[src/rtl/wb_write_arbiter.sv]
`timescale 1ns/1ps
`default_nettype none
// ============================================================================
// Module   : wb_write_arbiter
// Purpose  : Writeback arbiter owning the single register-file write port.
//            Loads always win; losing ALU results wait in an in-order queue.
// Revision : 1.0  initial release
// ============================================================================
module wb_write_arbiter #(
  parameter int DEPTH = 2,
  parameter int XLEN  = 32
) (
  input  logic                   clk,
  input  logic                   rst,
  input  logic                   ld_valid,
  input  logic [4:0]             ld_rd,
  input  logic [XLEN-1:0]        ld_data,
  input  logic                   alu_valid,
  output logic                   alu_ready,
  input  logic [4:0]             alu_rd,
  input  logic [XLEN-1:0]        alu_data,
  output logic                   WE3,
  output logic [4:0]             A3,
  output logic [XLEN-1:0]        WD3,
  output logic [31:0]            pend_mask,
  output logic [$clog2(DEPTH):0] q_count
);

  localparam int PTR_W = $clog2(DEPTH);
  localparam int CNT_W = PTR_W + 1;

  logic [4:0]       qrd_q   [DEPTH];
  logic [4:0]       qrd_d   [DEPTH];
  logic [XLEN-1:0]  qdata_q [DEPTH];
  logic [XLEN-1:0]  qdata_d [DEPTH];
  logic [PTR_W-1:0] head_q, head_d, tail_q, tail_d;
  logic [CNT_W-1:0] count_q, count_d;
  logic             we3_q, we3_d;
  logic [4:0]       a3_q, a3_d;
  logic [XLEN-1:0]  wd3_q, wd3_d;

  logic             alu_acc, q_empty, push, pop, sel_valid;
  logic [4:0]       sel_rd;
  logic [XLEN-1:0]  sel_data;

  always_comb begin
    alu_ready = !rst && (count_q < CNT_W'(DEPTH));
    alu_acc   = alu_valid && alu_ready;
    q_empty   = (count_q == '0);
    pop       = !ld_valid && !q_empty;
    // An accepted ALU result bypasses the queue only if nothing else wants the port
    push      = alu_acc && (ld_valid || !q_empty);

    sel_valid = 1'b0;
    sel_rd    = '0;
    sel_data  = '0;
    if (ld_valid) begin
      sel_valid = 1'b1;
      sel_rd    = ld_rd;
      sel_data  = ld_data;
    end else if (!q_empty) begin
      sel_valid = 1'b1;
      sel_rd    = qrd_q[head_q];
      sel_data  = qdata_q[head_q];
    end else if (alu_acc) begin
      sel_valid = 1'b1;
      sel_rd    = alu_rd;
      sel_data  = alu_data;
    end

    we3_d = sel_valid && (sel_rd != 5'd0);
    a3_d  = we3_d ? sel_rd : 5'd0;
    wd3_d = we3_d ? sel_data : '0;

    qrd_d   = qrd_q;
    qdata_d = qdata_q;
    if (push) begin
      qrd_d[tail_q]   = alu_rd;
      qdata_d[tail_q] = alu_data;
    end
    head_d  = head_q + PTR_W'(pop);
    tail_d  = tail_q + PTR_W'(push);
    count_d = count_q + CNT_W'(push) - CNT_W'(pop);
  end

  always_comb begin
    logic [PTR_W-1:0] offs;
    pend_mask = '0;
    for (int i = 0; i < DEPTH; i++) begin
      offs = PTR_W'(i) - head_q;
      if (({1'b0, offs} < count_q) && (qrd_q[i] != 5'd0))
        pend_mask = pend_mask | (32'd1 << qrd_q[i]);
    end
    if (we3_q)
      pend_mask = pend_mask | (32'd1 << a3_q);
  end

  always_ff @(posedge clk) begin
    if (rst) begin
      head_q  <= '0;
      tail_q  <= '0;
      count_q <= '0;
      we3_q   <= 1'b0;
      a3_q    <= '0;
      wd3_q   <= '0;
      for (int i = 0; i < DEPTH; i++) begin
        qrd_q[i]   <= '0;
        qdata_q[i] <= '0;
      end
    end else begin
      head_q  <= head_d;
      tail_q  <= tail_d;
      count_q <= count_d;
      we3_q   <= we3_d;
      a3_q    <= a3_d;
      wd3_q   <= wd3_d;
      qrd_q   <= qrd_d;
      qdata_q <= qdata_d;
    end
  end

  assign WE3     = we3_q;
  assign A3      = a3_q;
  assign WD3     = wd3_q;
  assign q_count = count_q;

endmodule
`default_nettype wire

[config.mk]
export PLATFORM = sky130hd
export DESIGN_NAME = wb_write_arbiter
export DESIGN_NICKNAME = d
export VERILOG_FILES = /design/src/rtl/wb_write_arbiter.sv
export SDC_FILE = /design/constraint.sdc
export NUM_CORES = 1
export LEC_CHECK = 0
export BUFFER_PORTS_ARGS = -buffer_cell sky130_fd_sc_hd__clkbuf_2
export CORE_AREA = 5 5 127 129
export CTS_BUF_LIST = sky130_fd_sc_hd__clkbuf_8
export CTS_CLUSTER_DIAMETER = 80
export DETAILED_ROUTE_END_ITERATION = 7
export DIE_AREA = 0 0 132 134
export GPL_TIMING_DRIVEN = 1
export PLACE_DENSITY = 0.58
export SLEW_MARGIN = 40
export SYNTH_ARGS = -nofsm -noshare
export SYNTH_HDL_FRONTEND = slang
export SYNTH_SLANG_ARGS = --single-unit
[constraint.sdc]
create_clock -name clk -period 2.9 [get_ports clk]
set_clock_uncertainty 0.1 [all_clocks]
set_input_delay 0.29 -clock clk [delete_from_list [all_inputs] [get_ports clk]]
set_output_delay 0.29 -clock clk [all_outputs]
set_load 0.05 [all_outputs]
Word level (Yosys, flattened, before mapping). Index checks and enable logic that the tools add are counted.

Input port bits: 78. Output and inout port bits: 73. Register bits after elaboration: 116.

Reduce and logical (&&, ||, !) cells: 17. $add $sub $neg: 6. Shifts and indexed selects: 3. Mux-type cells: 24. Bitwise operators: 5. Magnitude comparators: 6.

Operators with widths (count): two-way mux 32 bit (10); left shift 1 x 5 -> 32 bit (first input constant) (3); bitwise mux 64 bit (1); OR 32 bit (2); two-way mux 5 bit (7); demux 32 bit (select 1 bit) (1); nonzero test 5 bit (3); bitwise mux 10 bit (1); logical AND 1 bit (8); demux 5 bit (select 1 bit) (1); greater-or-equal comparator 2 bit (second input constant) (2); less-than comparator 1 x 2 -> 1 bit (2); NOT 1 -> 2 bit (2); logical NOT 1 bit (3); two-way mux 1 bit (3); adder 1 bit (2); adder 2 x 1 -> 2 bit (1); logical NOT 2 bit (1); less-than comparator 2 x 1 -> 1 bit (second input constant) (1); less-than comparator 2 bit (second input constant) (1); OR reduction 2 bit (1); subtractor 1 bit (first input constant) (2); subtractor 2 x 1 -> 2 bit (1); logical OR 1 bit (1); NOT 1 bit (1).

Longest topological paths before layout. Gate-level depths: netlist (run 1).

Word-level depth: 10. Gate-level depth with buffers: 11. Mapped depth without buffers: 9.

Least setup slack after synthesis (run 1). Ideal clock, no wire load.

Path type: register -> output. Start: register count_q[0], in the netlist q_count[0]. End: output pend_mask[4]. Buffers on the path: 0. Data arrival time: 3113 ps. Cell stages (with the launch flop): 5. Slack: -603 ps. Required time: 2510 ps. Cell sequence: dfxtp_1 -> a21oi_1 -> nor2_1 -> nand2_1 -> o311ai_0.

Cells in the longest elaborated chain, start to end: 7.

RTL lines: from (decl) (RTL line 37) `logic [CNT_W-1:0] count_q, count_d;`; from (signal assigned) (RTL line 113) `count_q <= count_d;`; less-than comparator 1 x 2 -> 1 bit (RTL line 91) `if (({1'b0, offs} < count_q) && (qrd_q[i] != 5'd0))`; logical AND 1 bit (RTL line 91); two-way mux 32 bit (RTL line 91); OR 32 bit (RTL line 92) `pend_mask = pend_mask | (32'd1 << qrd_q[i]);`; two-way mux 32 bit (*) (RTL line 91); OR 32 bit (RTL line 95) `pend_mask = pend_mask | (32'd1 << a3_q);`; two-way mux 32 bit (*) (RTL line 94) `if (we3_q)`; to (decl) (RTL line 25) `output logic [31:0] pend_mask,`.

Every way passes the cells marked *; elsewhere a longest branch is shown, timed or not.

Worst setup path in the final report (run 1).
Start: register head_q. End: output pend_mask[2].

Cells in the longest elaborated chain, start to end: 8.

RTL lines: from (decl) (RTL line 36) `logic [PTR_W-1:0] head_q, head_d, tail_q, tail_d;`; from (signal assigned) (RTL line 100) `head_q <= '0;`; from (signal assigned) (RTL line 111) `head_q <= head_d;`; subtractor 1 bit (RTL line 90) `offs = PTR_W'(i) - head_q;`; less-than comparator 1 x 2 -> 1 bit (RTL line 91); logical AND 1 bit (RTL line 91); two-way mux 32 bit (RTL line 91); OR 32 bit (RTL line 92); two-way mux 32 bit (*) (RTL line 91); OR 32 bit (RTL line 95); two-way mux 32 bit (*) (RTL line 94).

Marked as above.

==> results of run 1 <==
-- logic make-up after synthesis --
family                     after synthesis  share of synthesized area [%]
and+or+nand+nor                        189                           14.7
xor gates and xnor gates                 3                          0.455
muxes                                  114                           20.5
DFF                                    116                           40.2
AOI/OAI and AO/OA                      114                           18.7
adders and majority gates                4                          0.867
buffers and inverters                   61                           4.64
-- state kept, by name, indices dropped and copies added, names as in the netlist --
register	flops
WE3	1
head_q	1
A3	5
q_count	2
qrd_q	10
qdata_q	64
tail_q	1
WD3	32
-- power breakdown --
group / leakage (nW) / switching, W / internal (W)
combinational: 1.74 / 0.000988 / 0.000500
sequential: 0.944 / 0.000119 / 0.00173
clock: 0.241 / 0.000639 / 0.00105
total: 2.93 / 0.00175 / 0.00329
-- cell usage after synthesis, types with 2 or more instances --
cell	count	area share (%)
nand4_1	2	0.22
xor2_1	2	0.30
inv_1	4	0.26
clkbuf_1	40	2.6
nor2_1	104	6.8
and2_1	4	0.43
a221o_1	7	1.2
ha_1	4	0.87
o22ai_1	4	0.43
o21ai_0	6	0.52
a211oi_2	29	6.3
a22oi_1	11	1.4
mux2i_1	82	14
nor2b_1	4	0.43
mux2_2	31	6.0
a221oi_1	2	0.30
nand3_1	5	0.43
a32oi_1	3	0.46
a21oi_1	4	0.35
and3b_1	2	0.30
and4b_1	2	0.35
o211ai_1	5	0.65
buf_6	4	0.78
a222oi_1	32	5.5
buf_1	5	0.33
nor3_1	7	0.61
nand2_1	39	2.5
a211oi_1	3	0.39
buf_2	7	0.61
nand2b_1	5	0.54
nor3b_1	6	0.78
and3_1	2	0.22
dfxtp_1	116	40
-- per-stage QoR --
| stage | hold slack (ns) | util, % | cells | worst slack (ns) |
|---|---|---|---|---|
| floorplan | 0.337 | - | 601 | 0.000230 |
| global route | 0.0187 | 48.3 | 939 | 0.0171 |
| CTS | 0.00225 | 48.2 | 939 | 0.0880 |
| global placement | 0.366 | 45.1 | 905 | 0.473 |
| detailed placement | 0.380 | 45.1 | 905 | 0.472 |
| finish | 0.0328 | 48.3 | 939 | 0.192 |
-- routing by layer --
layer	vias up	wire length, um
met3	27	1370
li1	2492	-
met2	245	8350
met4	0	234
met5	-	0
met1	2513	7580
-- repair_timing --
item | 4_1_cts | 5_1_grt
resized for setup | 1 | 3
hold endpoints to repair | 2 | 0
pin swaps | 0 | 0
endpoints found under the setup margin | 1 | 4
hold buffers | 2 | 0
-- worst paths after layout --
path	end	slack [ns]	cells after the start
max	pend_mask[2]	0.19	7
max reg2reg	WD3[19]$_SDFF_PP0_	0.47	7
min	qdata_q[25]$_SDFFE_PP0P_	0.03	3
min reg2reg	qdata_q[24]$_SDFFE_PP0P_	0.39	2
-- cell type report --
| class | count | area share [%] |
|---|---|---|
| Sequential cell | 116 | 32.2 |
| Tap cell | 188 | 3.26 |
| Timing Repair Buffer | 174 | 13.5 |
| Multi-Input combinational cell | 424 | 44.5 |
| Inverter | 5 | 0.260 |
| Clock buffer | 19 | 3.63 |
| Clock inverter | 13 | 2.60 |
-- worst max-delay path, cell delays in order, from the launching register on --
cell and delay [ns]:
dfxtp_2 0.45, buf_4 0.24, nor2b_1 0.10, o21ba_2 0.24
nor3b_1 0.14, buf_4 0.18, a221o_1 0.30, clkbuf_2 0.24
==> impl_metrics.env, run 1 <==
export IMPL_outcome="completed"
export IMPL_cts_buffers=17
export IMPL_crit_path_max_fanout=9
export IMPL_ys_seq_area_share_pct=40.2
export IMPL_ctsRootBufferMaster="clkbuf_8"
export IMPL_insertedDiodeCount=0
export IMPL_cts_max_level=4
export IMPL_required_ns=2.51
export IMPL_synth_cell_type_count=51
export IMPL_grt_overflow_total=0
export IMPL_design_area_mm2=0.00721
export IMPL_fp_dieW_um=132
export IMPL_busiest_layer="met2"
export IMPL_final_common_cell="clkbuf_2"
export IMPL_met3_usage_pct=5.51
export IMPL_vias=5277
export IMPL_worstSkewPairLatency_ns=0.43
export IMPL_start_kind="flip-flop"
export IMPL_syn_avg_cell_area_um2=9.60
export IMPL_p_leak_nw=2.93
export IMPL_core_rowCount=45
export IMPL_multiInputGateArea_mm2=0.00321
export IMPL_grt_util_met1_pct=24.9
export IMPL_regToRegStartpoint="q_count[1]$_SDFF_PP0_"
export IMPL_hp_class="input pin to flip-flop"
export IMPL_cts_tree="done"
export IMPL_synth_edf_count=0
export IMPL_syn_to_final_growth_pct=24.9
export IMPL_drv_cap=0
export IMPL_synth_fp_nets=683
export IMPL_drc=0
export IMPL_grt_first_pass_wirelength_mm=28.0
export IMPL_fin_setup_tns_ns=0
export IMPL_initial_core_util_pct=38.7
export IMPL_synth_main_ff_cell="dfxtp_1"
export IMPL_first_iter_violations=459
export IMPL_p_total_w=0.00503
export IMPL_cts_setup_buffers=0
export IMPL_yosys_register_bits=116
export IMPL_p_per_area_mw_per_mm2=698
export IMPL_finalCritPeriodShare_pct=93.4
export IMPL_clockBufferDepth=2
export IMPL_io_pin_count=151
export IMPL_die_y_um=134
export IMPL_max_freq_mhz=369
export IMPL_die_area_mm2=0.0177
export IMPL_crit_type="flip-flop to output pin"
export IMPL_via_per_inst=5.62
export IMPL_yosys_warnings=0
export IMPL_setup_violations=0
export IMPL_hold_violations=0
export IMPL_n_fill_cell=1409
export IMPL_cp_end_kind="output pin"
export IMPL_seq_area_mm2=0.00232
export IMPL_core_area_mm2=0.0149
export IMPL_layout_min_cycle_time_ns=2.71
export IMPL_clkTransAtPathRegs_ns=0.07
export IMPL_peakVddDrop_uv=423
export IMPL_max_slew_worst_pin_slew_ns=0.796
export IMPL_antenna_found_initial=0
export IMPL_ant_nets=0
export IMPL_grt_max_degree=81
export IMPL_wl_per_cell_um=18.7
export IMPL_crit_arrival_ns=2.32
export IMPL_postSynthCellCount=601
export IMPL_slew_viol_final=0
export IMPL_drt_pass1_iterations=8
export IMPL_rsz0062_at_grt="no"
export IMPL_grt_total_usage_pct=19.6
export IMPL_grt_pass1_vias=5280
export IMPL_layout_common_cells="clkbuf_2, dfxtp_1, nor2_1, mux2i_1, nand2_1"
export IMPL_place_area_mm2=0.00673
export IMPL_ys_async_sr_fraction_pct=0
export IMPL_drive_gt1_share_pct=36.6
export IMPL_relSlewSlack_pct=46.9
export IMPL_routed_wirelength_mm=17.5
export IMPL_place_congestion=0.909
export IMPL_portBuffers=150
export IMPL_syn_cell_area_mm2=0.00577
export IMPL_dp_hpwl_mm=12.4
export IMPL_min_from="alu_data[25]"
export IMPL_clkSinkCount=116
export IMPL_crit_start="head_q$_SDFF_PP0_"
export IMPL_met2_usage_pct=32.2
export IMPL_nets=820
No activity file was read; power rests on OpenSTA's default activity.
==> run 2: changes to the inputs <==
- clock period: 2.9 -> 3.1 ns (I/O delays scaled with it)
==> impl_metrics.env, run 2 (same netlist as run 1, synthesis figures left out) <==
export IMPL_layout_min_cycle_time_ns=2.87
export IMPL_cp_end_kind="output pin"
export IMPL_place_area_mm2=0.00669
export IMPL_finalCritPeriodShare_pct=92.6
export IMPL_slew_viol_final=0
export IMPL_n_fill_cell=1453
export IMPL_outcome="completed"
export IMPL_wl_per_cell_um=19.0
export IMPL_routed_wirelength_mm=17.8
export IMPL_worstSkewPairLatency_ns=0.43
export IMPL_grt_util_met1_pct=25.0
export IMPL_top_register="qdata_q"
export IMPL_hold_violations=0
export IMPL_clockBufferDepth=2
export IMPL_start_kind="flip-flop"
export IMPL_crit_path_max_fanout=17
export IMPL_p_leak_nw=2.86
export IMPL_grt_overflow_total=0
export IMPL_p_per_area_mw_per_mm2=633
export IMPL_insertedDiodeCount=0
export IMPL_max_freq_mhz=348
export IMPL_vias=5237
export IMPL_die_y_um=134
export IMPL_finalNonFillerCells=933
export IMPL_drc=0
export IMPL_portBuffers=150
export IMPL_grt_total_usage_pct=20.0
export IMPL_clkSinkCount=116
export IMPL_multiInputGateArea_mm2=0.00319
export IMPL_core_area_mm2=0.0149
export IMPL_crit_type="flip-flop to output pin"
export IMPL_p_total_w=0.00450
export IMPL_met3_usage_pct=5.96
export IMPL_first_iter_violations=479
export IMPL_final_common_cell="clkbuf_2"
export IMPL_grt_max_degree=81
export IMPL_drv_cap=0
export IMPL_die_area_mm2=0.0177
export IMPL_nets=815
export IMPL_crit_arrival_ns=2.46
export IMPL_via_per_inst=5.61
export IMPL_design_area_mm2=0.00711
export IMPL_syn_to_final_growth_pct=23.2
export IMPL_relSlewSlack_pct=54.5
export IMPL_seq_area_mm2=0.00232
export IMPL_cts_max_level=4
export IMPL_antenna_found_initial=0
export IMPL_grt_pass1_vias=5357
export IMPL_core_rowCount=45
export IMPL_hp_class="input pin to flip-flop"
export IMPL_cts_setup_buffers=0
export IMPL_rsz0062_at_grt="no"
export IMPL_busiest_layer="met2"
export IMPL_clkTransAtPathRegs_ns=0.07
export IMPL_io_pin_count=151
export IMPL_place_inst=901
export IMPL_initial_core_util_pct=38.7
export IMPL_cts_buffers=17
export IMPL_drive_gt1_share_pct=36.1
export IMPL_max_slew_worst_pin_slew_ns=0.681
export IMPL_ctsRootBufferMaster="clkbuf_8"
export IMPL_dp_hpwl_mm=12.6
export IMPL_peakVddDrop_uv=360
export IMPL_largest_register_ffs=64
export IMPL_fin_setup_tns_ns=0
export IMPL_place_congestion=0.865
export IMPL_met2_usage_pct=33.0
export IMPL_setup_violations=0
export IMPL_cts_tree="done"
export IMPL_drt_pass1_iterations=7
export IMPL_fp_dieW_um=132
export IMPL_ant_nets=0
export IMPL_grt_first_pass_wirelength_mm=28.4
export IMPL_required_ns=2.69
export IMPL_layout_common_cells="clkbuf_2, dfxtp_1, nor2_1, mux2i_1, nand2_1"
## run 2: path summary, 6_finish.rpt
check                                              from                  endpoint  depth (start not counted)  slack (ns)
worst max register to register    q_count[1]$_SDFF_PP0_        WD3[20]$_SDFF_PP0_                          7        0.56
worst min register to register  qdata_q[0]$_SDFFE_PP0P_   qdata_q[0]$_SDFFE_PP0P_                          2        0.39
worst min-delay path                        alu_data[2]  qdata_q[34]$_SDFFE_PP0P_                          3        0.05
worst max-delay path                  head_q$_SDFF_PP0_             pend_mask[31]                          6        0.23
## run 2: layout make-up
class / instances / area share, %
multi-input cells: 424 / 44.9
well taps: 188 / 3.31
clock buffers: 21 / 4.07
flip-flops and latches: 116 / 32.7
inverters: 5 / 0.264
clock inverters: 10 / 1.50
repair buffers: 169 / 13.3
## run 2: critical path, cell delays in order (launching register included)
cell      delay, ns
dfxtp_2        0.62
a21oi_1        0.17
nand2b_1       0.25
nor2_1         0.34
a32oi_1        0.16
o21ai_0        0.15
clkbuf_2       0.34
## run 2: timing repair
item | CTS | global route
hold buffers | 0 | 0
resized for setup | 0 | 1
setup endpoints to repair | 0 | 1
## run 2: report_power, final
group | switching [W] | internal [W]
Combinational | 0.000897 | 0.000459
Clock | 0.000603 | 0.000786
Sequential | 0.000135 | 0.00162
## run 2: routing by layer
layer	wire, um	vias to the layer above	part of all wire [%]
li1	-	2478	-
met1	7760	2514	44
met2	8520	224	48
met3	1230	21	6.9
met4	248	0	1.4
met5	0	-	0
## run 2: through the flow
step	setup slack, ns	hold WS [ns]	utilization (%)
3_3_place_gp	0.645	0.365	44.8
6_report	0.229	0.0502	47.6
3_5_place_dp	0.593	0.380	44.8
5_1_grt	0.0548	0.0278	47.6
4_1_cts	0.171	0.0128	47.5
2_1_floorplan	0.173	0.354	-
==> run 3: changes to the inputs <==
- ABC_AREA: unset -> 1
- CORE_AREA: 5 5 127 129 -> 5 5 126 128
- DIE_AREA: 0 0 132 134 -> 0 0 131 133
- RECOVER_POWER: unset -> 100
==> impl_metrics.env, run 3 <==
export IMPL_outcome="completed"
export IMPL_ctsRootBufferMaster="clkbuf_8"
export IMPL_nets=1044
export IMPL_crit_arrival_ns=2.52
export IMPL_portBuffers=150
export IMPL_syn_avg_cell_area_um2=6.84
export IMPL_synth_compound_area_share_pct=21.9
export IMPL_layout_min_cycle_time_ns=2.93
export IMPL_place_congestion=0.928
export IMPL_synth_cell_type_count=31
export IMPL_max_stage_delay_ns=0.47
export IMPL_syn_cell_area_mm2=0.00571
export IMPL_intPower_w=0.00281
export IMPL_r2r_slack_ns=0.50
export IMPL_p_leak_nw=3.38
export IMPL_syn_to_final_growth_pct=23.4
export IMPL_io_pin_count=151
export IMPL_drt_pass1_iterations=5
export IMPL_cts_max_level=4
export IMPL_drive_gt1_share_pct=14.2
export IMPL_insertedDiodeCount=0
export IMPL_holdPathEnd="qdata_q[45]$_SDFFE_PP0P_"
export IMPL_hp_class="input pin to flip-flop"
export IMPL_rsz0062_at_grt="no"
export IMPL_p_total_w=0.00471
export IMPL_cts_buffers=17
export IMPL_ant_nets=0
export IMPL_synthAdderAreaFrac_pct=0.876
export IMPL_hold_violations=0
export IMPL_cp_slowest_cell="dlymetal6s2s_1"
export IMPL_grt_pass1_vias=5647
export IMPL_cp_cell_sequence="inv_1, o21ai_0, nand2_1, o221ai_1, dlymetal6s2s_1"
export IMPL_synth_xor_area_share_pct=0.153
export IMPL_dp_hpwl_mm=12.6
export IMPL_synthTopCellsByCount="nand2_1, nor2_1, dfxtp_1"
export IMPL_synth_main_ff_cell="dfxtp_1"
export IMPL_setup_violations=0
export IMPL_synthSimpleGateAreaFrac_pct=27.8
export IMPL_peakVddDrop_uv=424
export IMPL_pwr_share_clk_pct=29.2
export IMPL_wl_per_cell_um=15.8
export IMPL_fin_setup_tns_ns=0
export IMPL_via_per_inst=5.17
export IMPL_cp_end_kind="output pin"
export IMPL_power_switching_w=0.00189
export IMPL_min_from="alu_data[13]"
export IMPL_slew_viol_final=0
export IMPL_core_rowCount=45
export IMPL_die_area_mm2=0.0174
export IMPL_regToRegStartpoint="q_count[1]$_SDFF_PP0_"
export IMPL_finalCritPeriodShare_pct=94.4
export IMPL_first_iter_violations=505
export IMPL_holdPathStages=3
export IMPL_final_common_cell="nand2_1"
export IMPL_ys_async_sr_fraction_pct=0
export IMPL_start_kind="flip-flop"
export IMPL_postSynthCellCount=835
export IMPL_top_register="qdata_q"
export IMPL_yosys_register_bits=116
export IMPL_max_freq_mhz=342
export IMPL_antenna_found_initial=0
export IMPL_place_inst=1130
export IMPL_worstSkewPairLatency_ns=0.43
export IMPL_layout_common_cells="nand2_1, nor2_1, dfxtp_1, o21ai_0, clkbuf_2"
export IMPL_grt_total_usage_pct=20.8
export IMPL_fin_util_pct=47.8
export IMPL_r2r_cells=8
export IMPL_synth_edf_count=0
export IMPL_relSlewSlack_pct=25.9
export IMPL_clkSinkCount=116
export IMPL_synth_fp_nets=917
export IMPL_synth_most_common_cell="nand2_1"
export IMPL_crit_path_max_fanout=13
export IMPL_drv_cap=0
export IMPL_crit_type="flip-flop to output pin"
export IMPL_grt_first_pass_wirelength_mm=29.0
export IMPL_p_per_area_mw_per_mm2=668
export IMPL_vias=6008
export IMPL_initial_core_util_pct=38.7
export IMPL_core_area_mm2=0.0148
export IMPL_synth_top_area_share_pct=40.7
export IMPL_largest_register_ffs=64
export IMPL_fp_dieW_um=131
export IMPL_p_comb_share_pct=32.4
export IMPL_drc=0
export IMPL_reg2reg_to="WD3[28]$_SDFF_PP0_"
export IMPL_n_fill_cell=1611
export IMPL_max_slew_worst_pin_slew_ns=1.11
export IMPL_routed_wirelength_mm=18.4
export IMPL_cts_tree="done"
export IMPL_ctsResizeCount=0
export IMPL_grt_max_degree=48
export IMPL_pwr_share_seq_pct=38.4
export IMPL_grt_overflow_total=0
export IMPL_ys_seq_area_share_pct=40.7
export IMPL_synth_top_family_by_area="simple AND/OR/NAND/NOR gates"
export IMPL_die_y_um=133
export IMPL_finalNonFillerCells=1162
export IMPL_clkTransAtPathRegs_ns=0.07
export IMPL_yosys_warnings=0
export IMPL_synth_area_leader_cell="dfxtp_1"
export IMPL_swShare_pct=40.2
export IMPL_synthMuxAreaShare_pct=0.175
export IMPL_required_ns=2.69
export IMPL_yosys_top_cells_area="dfxtp_1, nand2_1, nor2_1"
export IMPL_clockBufferDepth=2
run 3: critical path: cells and delay by family, from the launching register on:
kind | cells | cell delay (ns)
AO/OA/AOI/OAI | 2 | 0.72
buffers and inverters | 2 | 0.57
AND/OR/NAND/NOR | 1 | 0.42
flip-flops | 1 | 0.39
run 3: cell families (layout without fill, tap and decap cells):
kind of cell               Yosys count  count (layout)
xor gates and xnor gates             1               1
AOI/OAI and AO/OA                  214             214
DFF                                116             116
buffers and inverters              113             252
and+or+nand+nor                    386             386
muxes                                1               1
adders and majority gates            4               4
run 3: layout make-up:
| type | instances | area, um2 | area share (%) |
|---|---|---|---|
| tap | 188 | 235 | 3.34 |
| timing repair buffer | 166 | 1010 | 14.3 |
| clock inverter | 11 | 111 | 1.58 |
| inverter | 55 | 206 | 2.93 |
| multi-input combinational | 606 | 2890 | 41.0 |
| clock buffer | 20 | 275 | 3.91 |
| sequential | 116 | 2320 | 33.0 |
run 3: timing repair:
item                      4_1_cts  5_1_grt
hold endpoints to repair        1        0
hold buffers                    1        0
buffers inserted                0        0
run 3: layer usage:
layer / up-vias / part of all wire, % / global-route usage, %
met5: - / 0 / 0
met4: 0 / 2.1 / 7.89
met3: 43 / 7.1 / 4.88
met2: 222 / 45 / 32.8
met1: 2715 / 45 / 27.4
li1: 3028 / - / -
run 3: worst max path at each step:
stage	startpoint	end	slack, ns	cells after the start
2_1_floorplan	q_count[0]$_SDFF_PP0_	pend_mask[15]	0.12	4
3_3_place_gp	q_count[0]$_SDFF_PP0_	pend_mask[31]	0.70	5
3_5_place_dp	ld_valid	q_count[1]$_SDFF_PP0_	0.62	9
4_1_cts	q_count[0]$_SDFF_PP0_	pend_mask[31]	0.20	5
5_1_grt	q_count[0]$_SDFF_PP0_	pend_mask[25]	0.03	5
6_report	q_count[0]$_SDFF_PP0_	pend_mask[25]	0.17	5
run 3: power by group through the flow:
stage / sequential (W) / clock [W] / combinational, W
2_1_floorplan: 0.00206 / 0 / 0.000910
3_3_place_gp: 0.00184 / 0 / 0.00159
3_5_place_dp: 0.00185 / 0 / 0.00160
4_1_cts: 0.00181 / 0.00140 / 0.00161
5_1_grt: 0.00183 / 0.00148 / 0.00168
6_report: 0.00181 / 0.00137 / 0.00153
run 3: per-stage QoR:
stage,hold slack [ns],cell area [um2],worst slack [ns]
after global placement,0.339,7010,0.703
after floorplan,0.281,5710,0.118
after detailed placement,0.345,7010,0.615
final,0.0365,7050,0.174
after global routing,0.0229,7050,0.0273
after CTS,0.0111,7400,0.202
